==> src/rtl/add_arb_pkg.sv <==
// rtl/add_arb_pkg.sv - shared defaults and FSM encoding for the shared-adder arbiter
package add_arb_pkg;

  localparam int ADD_WIDTH = 32;
  localparam int ADD_NREQ  = 4;
  localparam int ADD_IDW   = 2;

  typedef enum logic [1:0] {
    ST_IDLE = 2'd0,
    ST_EXEC = 2'd1,
    ST_RESP = 2'd2
  } state_t;

endpackage

==> src/rtl/rc_adder32.sv <==
// rtl/rc_adder32.sv - ripple-carry adder with carry-in tied low, carry-out and signed overflow
module rc_adder32
  import add_arb_pkg::*;
#(
  parameter int WIDTH = ADD_WIDTH
) (
  input  logic [WIDTH-1:0] a,
  input  logic [WIDTH-1:0] b,
  output logic [WIDTH-1:0] sum,
  output logic             cout,
  output logic             ovf
);

  logic carry;
  logic carry_msb;

  // carry_msb is the carry into the top bit; xor with the final carry gives signed overflow
  always_comb begin
    carry     = 1'b0;
    carry_msb = 1'b0;
    sum       = '0;
    for (int i = 0; i < WIDTH; i++) begin
      if (i == WIDTH - 1) begin
        carry_msb = carry;
      end
      sum[i] = a[i] ^ b[i] ^ carry;
      carry  = (a[i] & b[i]) | (carry & (a[i] ^ b[i]));
    end
    cout = carry;
    ovf  = carry ^ carry_msb;
  end

endmodule

==> src/rtl/add_share_arb.sv <==
// rtl/add_share_arb.sv - round-robin arbiter sharing one adder among NREQ requesters
module add_share_arb
  import add_arb_pkg::*;
#(
  parameter int WIDTH = ADD_WIDTH,
  parameter int NREQ  = ADD_NREQ,
  parameter int IDW   = ADD_IDW
) (
  input  logic                  clk,
  input  logic                  reset,
  input  logic [NREQ-1:0]       req_valid,
  output logic [NREQ-1:0]       req_ready,
  input  logic [NREQ*WIDTH-1:0] req_a,
  input  logic [NREQ*WIDTH-1:0] req_b,
  output logic                  rsp_valid,
  input  logic                  rsp_ready,
  output logic [IDW-1:0]        rsp_id,
  output logic [WIDTH-1:0]      rsp_sum,
  output logic                  rsp_cout,
  output logic                  rsp_ovf,
  output logic                  busy
);

  state_t           state, next_state;
  logic [IDW-1:0]   rr_ptr;
  logic [IDW-1:0]   grant_id;
  logic             grant_found;
  logic [IDW:0]     cand;
  logic [IDW-1:0]   op_id;
  logic [WIDTH-1:0] op_a, op_b;
  logic [WIDTH-1:0] sel_a, sel_b;
  logic [WIDTH-1:0] add_sum;
  logic             add_cout, add_ovf;
  logic             accept;
  logic [IDW-1:0]   ptr_next;

  // Search upward from rr_ptr, wrapping at NREQ; the first valid requester wins.
  always_comb begin
    grant_found = 1'b0;
    grant_id    = '0;
    cand        = '0;
    for (int k = 0; k < NREQ; k++) begin
      cand = {1'b0, rr_ptr} + (IDW+1)'(k);
      if (cand >= (IDW+1)'(NREQ)) begin
        cand = cand - (IDW+1)'(NREQ);
      end
      if (!grant_found && req_valid[cand[IDW-1:0]]) begin
        grant_found = 1'b1;
        grant_id    = cand[IDW-1:0];
      end
    end
  end

  always_comb begin
    sel_a = '0;
    sel_b = '0;
    for (int k = 0; k < NREQ; k++) begin
      if (grant_id == IDW'(k)) begin
        sel_a = req_a[k*WIDTH +: WIDTH];
        sel_b = req_b[k*WIDTH +: WIDTH];
      end
    end
  end

  assign ptr_next = (op_id == IDW'(NREQ - 1)) ? '0 : op_id + 1'b1;

  always_ff @(posedge clk) begin
    if (reset) begin
      state <= ST_IDLE;
    end else begin
      state <= next_state;
    end
  end

  always_comb begin
    next_state = state;
    accept     = 1'b0;
    req_ready  = '0;
    rsp_valid  = 1'b0;
    busy       = (state != ST_IDLE);
    case (state)
      ST_IDLE: begin
        if (grant_found && !reset) begin
          accept     = 1'b1;
          req_ready  = NREQ'(1) << grant_id;
          next_state = ST_EXEC;
        end
      end
      ST_EXEC: begin
        next_state = ST_RESP;
      end
      ST_RESP: begin
        rsp_valid = 1'b1;
        if (rsp_ready) begin
          next_state = ST_IDLE;
        end
      end
      default: begin
        next_state = ST_IDLE;
      end
    endcase
  end

  // Response registers load only in EXEC, so they hold while RESP is back-pressured.
  always_ff @(posedge clk) begin
    if (reset) begin
      rr_ptr   <= '0;
      op_id    <= '0;
      op_a     <= '0;
      op_b     <= '0;
      rsp_id   <= '0;
      rsp_sum  <= '0;
      rsp_cout <= 1'b0;
      rsp_ovf  <= 1'b0;
    end else begin
      if (accept) begin
        op_id <= grant_id;
        op_a  <= sel_a;
        op_b  <= sel_b;
      end
      if (state == ST_EXEC) begin
        rsp_id   <= op_id;
        rsp_sum  <= add_sum;
        rsp_cout <= add_cout;
        rsp_ovf  <= add_ovf;
      end
      if (state == ST_RESP && rsp_ready) begin
        rr_ptr <= ptr_next;
      end
    end
  end

  rc_adder32 #(
    .WIDTH(WIDTH)
  ) u_adder (
    .a    (op_a),
    .b    (op_b),
    .sum  (add_sum),
    .cout (add_cout),
    .ovf  (add_ovf)
  );

endmodule

==> config.mk <==
export PLATFORM = sky130hd
export DESIGN_NAME = add_share_arb
export DESIGN_NICKNAME = d
export VERILOG_FILES = /design/src/rtl/add_arb_pkg.sv /design/src/rtl/rc_adder32.sv /design/src/rtl/add_share_arb.sv
export SDC_FILE = /design/constraint.sdc
export NUM_CORES = 1
export LEC_CHECK = 0
export ABC_CLOCK_PERIOD_IN_PS = 12500
export CORE_MARGIN = 1.5
export CORE_UTILIZATION = 38
export DETAILED_ROUTE_END_ITERATION = 16
export PLACE_DENSITY = 0.79
export SYNTH_ARGS = -nofsm -noshare
export SYNTH_HDL_FRONTEND = slang
export SYNTH_SLANG_ARGS = --single-unit
==> constraint.sdc <==
create_clock -name clk -period 12.5 [get_ports clk]
set_clock_uncertainty 0.1 [all_clocks]
set_input_delay 2.5 -clock clk [delete_from_list [all_inputs] [get_ports clk]]
set_output_delay 2.5 -clock clk [all_outputs]
set_load 0.03 [all_outputs]
* After elaboration in Yosys (flattened, before gate mapping)
Cells that the tools add are included.
** Storage, ports and cells
- Flip-flop bits (word level) :: 106
- Input port bits :: 263
- Output and inout port bits :: 42
- Word-level logic and storage cells :: 242
** Operators by class
- Add/sub/neg operators :: 8
- Order comparisons :: 8
- Equal/unequal tests :: 8
- Shift operators :: 1
- Multiplexer cells :: 37
- Bitwise logic cells :: 158
- Reductions and logical operators :: 13
** Operator list (count)
- 2-to-1 mux 32 bit :: 8
- XOR 1 bit :: 64
- AND 1 bit :: 63
- bitwise OR 1 bit :: 31
- 2-to-1 mux 2 bit :: 11
- less-than comparator 2 x 3 -> 1 bit (second input constant) :: 4
- 2-to-1 mux 1 bit :: 11
- >= comparator 3 bit (second input constant) :: 3
- binary-select mux 1 bit (select 2 bit) :: 4
- == test 2 bit (second input constant) :: 4
- 2-to-1 mux 4 bit :: 2
- subtractor 2 x 1 -> 2 bit (second input constant) :: 4
- adder 2 x 2 -> 3 bit (second input constant) :: 2
- one-hot mux 2 bit (3 select lines) :: 1
- logical AND 1 bit :: 5
- == test 2 x 1 -> 1 bit (second input constant) :: 2
- logical NOT 1 bit :: 4
- logical NOT 2 bit :: 2
- != test 2 bit (second input constant) :: 2
- left shift 1 x 2 -> 4 bit (first input constant) :: 1
- adder 2 x 1 -> 3 bit (second input constant) :: 1
- >= comparator 2 x 3 -> 1 bit (second input constant) :: 1
- adder 2 x 1 -> 2 bit (second input constant) :: 1
- AND reduction 2 bit :: 1
- nonzero test 2 bit :: 1

* Logic depth before layout (Yosys ltp)
Gate-level depths: netlist (run 1).
- Depth after elaboration :: 64
- Mapped depth :: 38

* Modules after synthesis
Synthesis (run 1) repeated with hierarchy kept, for this count alone.
** Unflattened totals
- Cells, all modules :: 708
- Area, all modules :: 6057.1 µm²
** By module, submodules not included
- add_share_arb :: times used 1, cells an instance 665, area each 5377.7 µm²
- rc_adder32 :: times used 1, cells an instance 43, area each 679.4 µm²

* Least setup slack after synthesis (run 1)
OpenSTA, ideal clock, no wires.
- Kind :: reg2reg
- From :: reg op_a[0]
- To :: reg rsp_sum[31]
- Arrival time :: 12374 ps
- Path slack :: -59 ps
- Cell stages (with the launch flop) :: 37
- Path buffers :: 0
- Cell sequence :: dfxtp_1 > ha_1 > fa_1 > fa_1 > fa_1 > fa_1 > fa_1 > fa_1 > fa_1 > fa_1 > fa_1 > fa_1 > fa_1 > fa_1 > fa_1 > fa_1 > fa_1 > inv_1 > fa_1 > inv_1 > fa_1 > fa_1 > fa_1 > fa_1 > fa_1 > fa_1 > fa_1 > fa_1 > fa_1 > fa_1 > fa_1 > fa_1 > fa_1 > fa_1 > inv_1 > fa_1 > a211oi_1
** Between the ends
- Longest elaborated chain between the ends :: 62
** Ends and longest elaborated chain
- from (decl) :: RTL line add_share_arb.sv:30 : logic [WIDTH-1:0] op_a, op_b;
- from (signal assigned) :: RTL line add_share_arb.sv:118 : op_a <= sel_a;
- AND 1 bit (2 in a row) :: RTL line rc_adder32.sv:27 : carry = (a[i] & b[i]) | (carry & (a[i] ^ b[i]));
- bitwise OR 1 bit :: RTL line rc_adder32.sv:27
- AND 1 bit :: RTL line rc_adder32.sv:27
- bitwise OR 1 bit :: RTL line rc_adder32.sv:27
- AND 1 bit :: RTL line rc_adder32.sv:27
- bitwise OR 1 bit :: RTL line rc_adder32.sv:27
- AND 1 bit :: RTL line rc_adder32.sv:27
- bitwise OR 1 bit :: RTL line rc_adder32.sv:27
- [... 45 more ...]
- bitwise OR 1 bit :: RTL line rc_adder32.sv:27
- AND 1 bit :: RTL line rc_adder32.sv:27
- bitwise OR 1 bit :: RTL line rc_adder32.sv:27
- AND 1 bit :: RTL line rc_adder32.sv:27
- bitwise OR 1 bit :: RTL line rc_adder32.sv:27
- AND 1 bit :: RTL line rc_adder32.sv:27
- bitwise OR 1 bit :: RTL line rc_adder32.sv:27
- XOR 1 bit :: RTL line rc_adder32.sv:26 : sum[i] = a[i] ^ b[i] ^ carry;
- to (signal assigned) :: RTL line add_share_arb.sv:123 : rsp_sum <= add_sum;
- to (decl) :: RTL line add_share_arb.sv:18 : output logic [WIDTH-1:0] rsp_sum,
Every way passes these cells.
A chain may end at the register's enable or synchronous reset.

* Final worst setup path (run 1)
Ends and elaborated chain as after synthesis.

==> results_dict.tcl, run 1 <==
set metrics [dict create \
    ir_drop_mv 0.0651 \
    hpwl_um 16600 \
    rr_startpoint "op_a[0]" \
    grt_max_degree 71 \
    ant_nets 0 \
    p_per_area_nw_per_um2 102 \
    grt_overflow 0 \
    endpoint_kind "flip-flop" \
    outcome "completed" \
    critPathKind "reg2reg" \
    clock_latency_ns 0.35 \
    grt_pass1_wl_um 34600 \
    clkTransAtPathRegs_ns 0.07 \
    synth_edf_count 0 \
    setup_viol 0 \
    diodes 0 \
    start_util 0.389 \
    synth-seq-area-share 0.329 \
    cts_inserted_buffers 9 \
    final_cells 1205 \
    synth-seq-cells 106 \
    synth.distinct_cells 40 \
    leakage_nw 3.60 \
    pre_cts_ws_ns -0.579 \
    layout_min_cycle_time_ns 12.17 \
    rsz0062_at_grt "no" \
    vias 6498 \
    grt_pass1_vias 6545 \
    io-pin-count 305 \
    cts_hold_buf 0 \
    synth_ff_type "dfxtp_1" \
    die_y_um 133 \
    initialDrtViolationCount 364 \
    placed_area_um2 9560 \
    async_flop_share 0 \
    clkSinkCount 106 \
    syn_inst 722 \
    cts_tree "yes" \
    drive_gt1_frac 0.132 \
    dr.pass1.iters 4 \
    hold_viol 0 \
    crit_family "adder cells" \
    final_cell_area_um2 9900 \
    timing.critical_path.buf_inv 3 \
    die-area_um2 17800 \
    die_x_um 133 \
    relSlewSlack 0.216 \
    grt_use_total 0.250 \
    drc 0 \
    r2r_slack_ns 0.33 \
    htree_levels 3 \
    rr_endpoint "rsp_sum[31]" \
    critPathMaxStageDelay_ns 0.43 \
    cp_max_fo 2 \
    holdPathStages 2 \
    nFillCells 1483 \
    arrival_ns 12.34 \
    synth.avg_cell_area_um2 8.94 \
    wire_per_inst_um 18.5 \
    drt-total-wl_um 22300 \
    post-route-period-util 0.974 \
    slowest_stage "fa_2" \
    min_path_type "reg2reg" \
    cp_data_required_time_ns 12.66 \
    drv_cap 0 \
    start_kind "flip-flop" \
    synthesis.area_um2 6450 \
    maxSlewViolCount 0 \
    antenna_found_initial 0 \
    placedCellCount 1190 \
    finalWeightedCongestion 0.818 \
    cts.path.max_buffers 2 \
    max_freq_mhz 82.1 \
    setup_slack_ns 0.327 \
    root_buffer "clkbuf_16" \
    routed_via_density 5.39 \
    core_um2 16600 \
    whs_endpoint "rsp_sum[21]" \
    critPathMostFrequentCell "fa_2" \
    min_from "rsp_sum[21]" \
    syn_nets 1018 \
    worst_pin_slew_ns 1.17 \
    rows 47 \
    area_growth_pct 53.4 \
    r2r_cells 36 \
    nets 1277 \
    portBuffers 304 \
    ys_warn_count 0 \
]
[Yosys cell counts, types with 4 or more instances]
master    instances  area, um2
o21ai_0          30        150
a221o_1          31        310
mux2i_1          32        320
mux2_2           20        225
buf_1             4       15.0
buf_6             7       78.8
mux2_4           11        165
a21oi_1          70        350
dfxtp_1         106       2120
a21boi_0         30        225
inv_1             9       33.8
and3_1           29        181
clkbuf_1         50        188
nand3_1           4       20.0
nor2b_1           6       37.5
nand2_1         135        507
nor2_1           16       60.1
o211ai_1         29        218
fa_1             31        621
a211oi_1          4       30.0
or4b_2           32        320
[cell families (layout without fill, tap and decap cells)]
group                    after synthesis  in the layout  share of synthesized area
buffers and inverters                 77            340                     0.0578
adder cells (fa/ha/maj)               33             33                      0.100
XOR/XNOR                               1              1                    0.00136
flip-flops                           106            106                      0.329
AO/OA/AOI/OAI                        205            205                      0.211
multiplexers                          63             63                      0.110
AND/OR/NAND/NOR                      237            237                      0.190
[cell type report]
class                      count  area (um2)  area share
clock buffer                  11         253      0.0255
clock inverter                 4        26.3     0.00265
inverter                       9        33.8     0.00341
multi-input combinational    539        4060       0.410
sequential                   106        2120       0.214
tap                          220         275      0.0278
timing repair buffer         316        3130       0.316
[routing by layer]
| metal | global-route usage | part of all wire | vias up |
|---|---|---|---|
| met5 | 0 | 0 | - |
| met4 | 0.0912 | 0.031 | 0 |
| met3 | 0.0502 | 0.063 | 43 |
| met2 | 0.429 | 0.49 | 263 |
| met1 | 0.310 | 0.42 | 3083 |
| li1 | - | - | 3109 |
[placed cells by master, fill, tap and decap left out, drive strengths merged, types with 4 or more instances in the layout]
master	netlist	layout
nor2	16	16
a221o	31	31
and3	29	29
nand3	4	4
mux2i	32	32
o21ai	32	32
buf	18	13
inv	9	10
clkbuf	50	11
dfxtp	106	106
nand2	136	136
nor2b	6	6
o211ai	29	29
or4b	33	33
fa	31	31
a211oi	4	4
a21oi	70	70
mux2	31	31
clkdlybuf4s50	0	303
a21boi	30	30
[worst min-delay path: cells and delay by family (launching register included)]
family	cells	cell delay, ns
flip-flops	1	0.31
AND/OR/NAND/NOR	1	0.05
AO/OA/AOI/OAI	1	0.05
[sequential cells by signal, summed over array words and instances (netlist names)]
register / cells
op_a: 32
op_b: 32
rsp_sum: 32
op_id: 2
rr_ptr: 2
rsp_id: 2
state: 2
rsp_cout: 1
rsp_ovf: 1
[where the power goes]
| part | switching [mW] | total (mW) | leakage (nW) | internal (mW) |
|---|---|---|---|---|
| registers | 0.0351 | 0.414 | 0.871 | 0.379 |
| clock network | 0.128 | 0.273 | 0.138 | 0.145 |
| logic | 0.154 | 0.325 | 2.60 | 0.171 |
| total | 0.317 | 1.01 | 3.60 | 0.695 |
[worst max-delay path by stage]
| stage | startpoint | end | cells past startpoint |
|---|---|---|---|
| 2_1_floorplan | op_a[0] | rsp_sum[31] | 36 |
| 3_3_place_gp | op_a[0] | rsp_sum[31] | 36 |
| 3_5_place_dp | op_a[0] | rsp_sum[31] | 36 |
| 4_1_cts | op_a[0] | rsp_sum[31] | 36 |
| 5_1_grt | op_a[0] | rsp_sum[31] | 36 |
| 6_report | op_a[0] | rsp_sum[31] | 36 |
[through the flow]
step / setup TNS [ns] / utilization / total power, mW / hold WS, ns
after CTS: 0 / 0.596 / 1.02 / 0.355
after global placement: -1.05 / 0.576 / 0.737 / 0.341
after detailed placement: -1.74 / 0.576 / 0.743 / 0.346
after global routing: 0 / 0.597 / 1.07 / 0.377
final: 0 / 0.597 / 1.01 / 0.356
after floorplan: 0 / - / 0.584 / 0.349
[what timing repair did]
action / in CTS / in global routing
pin swaps: 7 / 5
setup buffers: 0 / 0
resized for setup: 21 / 3
endpoints found under the setup margin: 4 / 3
(Power assumes the default switching activity.)
==> inputs of run 2 (changes only) <==
--- a/config.mk
+++ b/config.mk
@@ -6,10 +6,12 @@
 export NUM_CORES = 1
 export LEC_CHECK = 0
 export ABC_CLOCK_PERIOD_IN_PS = 12500
+export CAP_MARGIN = 10
 export CORE_MARGIN = 1.5
 export CORE_UTILIZATION = 38
 export DETAILED_ROUTE_END_ITERATION = 16
 export PLACE_DENSITY = 0.79
+export RECOVER_POWER = 25
 export SYNTH_ARGS = -nofsm -noshare
 export SYNTH_HDL_FRONTEND = slang
 export SYNTH_SLANG_ARGS = --single-unit
==> results_dict.tcl, run 2 (synthesis gave the netlist of run 1 again) <==
set metrics [dict create \
    start_util 0.389 \
    htree_levels 3 \
    final_common_cell "clkdlybuf4s50_1" \
    initialDrtViolationCount 393 \
    dr.pass1.iters 5 \
    core_um2 16600 \
    min_from "rsp_sum[21]" \
    grt_use_total 0.250 \
    portBuffers 304 \
    clock_latency_ns 0.35 \
    antenna_found_initial 0 \
    cts_hold_buf 0 \
    hold_viol 0 \
    hpwl_um 16600 \
    rsz0062_at_grt "no" \
    drive_gt1_frac 0.131 \
    max_freq_mhz 82.1 \
    slowest_stage "fa_2" \
    cts.path.max_buffers 2 \
    violations "capacitance limit, slew limit" \
    dr_wl_met3_um 1400 \
    grt_pass1_wl_um 34600 \
    rr_startpoint "op_a[0]" \
    die_x_um 133 \
    cts_tree "yes" \
    setup_slack_ns 0.320 \
    placedCellCount 1190 \
    root_buffer "clkbuf_16" \
    placed_area_um2 9560 \
    arrival_ns 12.34 \
    critPathKind "reg2reg" \
    clkSinkCount 106 \
    cts_inserted_buffers 9 \
    cp_max_fo 2 \
    final_cells 1205 \
    rows 47 \
    nets 1277 \
    critPathMaxStageDelay_ns 0.43 \
    whs_endpoint "rsp_sum[21]" \
    min_path_type "reg2reg" \
    drv_cap 1 \
    cp_data_required_time_ns 12.66 \
    grt_max_degree 71 \
    endpoint_kind "flip-flop" \
    start_kind "flip-flop" \
    r2r_cells 36 \
    vias 6485 \
    finalWeightedCongestion 0.818 \
    outcome "complete, but fails checks" \
    ant_nets 0 \
    post-route-period-util 0.974 \
    grt_pass1_vias 6545 \
    wl_met1_um 9240 \
    p_per_area_nw_per_um2 102 \
    final_cell_mix "280 x clkdlybuf4s50_1, 134 x nand2_1, 106 x dfxtp_1" \
    holdPathStages 2 \
    diodes 0 \
    nFillCells 1483 \
    drt-total-wl_um 22300 \
    routed_via_density 5.38 \
    critPathMostFrequentCell "fa_2" \
    rr_endpoint "rsp_sum[31]" \
    io-pin-count 305 \
    clkTransAtPathRegs_ns 0.07 \
    hold_slack_ns 0.353 \
    r2r_slack_ns 0.32 \
    setup_viol 0 \
    pre_cts_ws_ns -0.579 \
    worst_pin_slew_ns 1.63 \
    wl_met2_um 10900 \
    layout_min_cycle_time_ns 12.18 \
    maxSlewViolCount 33 \
    relSlewSlack -0.0859 \
    leakage_nw 3.68 \
    wire_per_inst_um 18.5 \
    final_cell_area_um2 9900 \
    dr.max_layer_used "met4" \
    area_growth_pct 53.4 \
    die-area_um2 17800 \
    largest_registers "op_a: 32 flops, op_b: 32 flops, rsp_sum: 32 flops" \
    drc 0 \
    grt_overflow 0 \
    die_y_um 133 \
    ir_drop_mv 0.0653 \
]
## run 2: worst max path at each step
stage	start	end	slack [ns]	cells after the start
floorplan	op_a[0]	rsp_sum[31]	0.03	36
global placement	op_a[0]	rsp_sum[31]	-0.40	36
detailed placement	op_a[0]	rsp_sum[31]	-0.58	36
CTS	op_a[0]	rsp_sum[31]	0.02	36
global route	op_a[0]	rsp_sum[31]	0.01	36
finish	op_a[0]	rsp_sum[31]	0.32	36
## run 2: area by class of cell
type                    instances  area, um2  share of cell area
flip-flops and latches        106       2120               0.214
well taps                     220        275              0.0278
clock buffers                  11        253              0.0255
repair buffers                316       3130               0.316
multi-input cells             539       4060               0.410
inverters                       9       33.8             0.00341
clock inverters                 4       26.3             0.00265
## run 2: metal layers
metal  GRT usage  vias up
met4      0.0912        0
li1            -     3108
met3      0.0502       42
met1       0.310     3076
met2       0.429      259
met5           0        -
## run 2: power by group
| group | leakage (nW) | total (mW) | internal [mW] | switching [mW] |
|---|---|---|---|---|
| Sequential | 0.871 | 0.413 | 0.379 | 0.0346 |
| Clock | 0.138 | 0.273 | 0.145 | 0.128 |
| Combinational | 2.67 | 0.322 | 0.169 | 0.154 |
| Total | 3.68 | 1.01 | 0.692 | 0.316 |
## run 2: what timing repair did
item	CTS	global route
gates resized for setup	21	3
pin swaps	7	5
setup endpoints to repair	4	3
gates cloned	0	0
setup buffers	0	0
## run 2: worst max-delay path: cells and delay by family (launching register included)
family / cells / cell delay [ns]
compound gates: 1 / 0.19
fa+ha+maj: 32 / 11.28
buf+inv: 3 / 0.23
flops: 1 / 0.32
## run 2: metrics by stage
stage                     setup TNS (ns)  power (mW)   util
after detailed placement           -1.74       0.743  0.576
after CTS                              0        1.02  0.596
after global placement             -1.05       0.737  0.576
final                                  0        1.01  0.597
after global routing                   0        1.06  0.597
after floorplan                        0       0.584      -
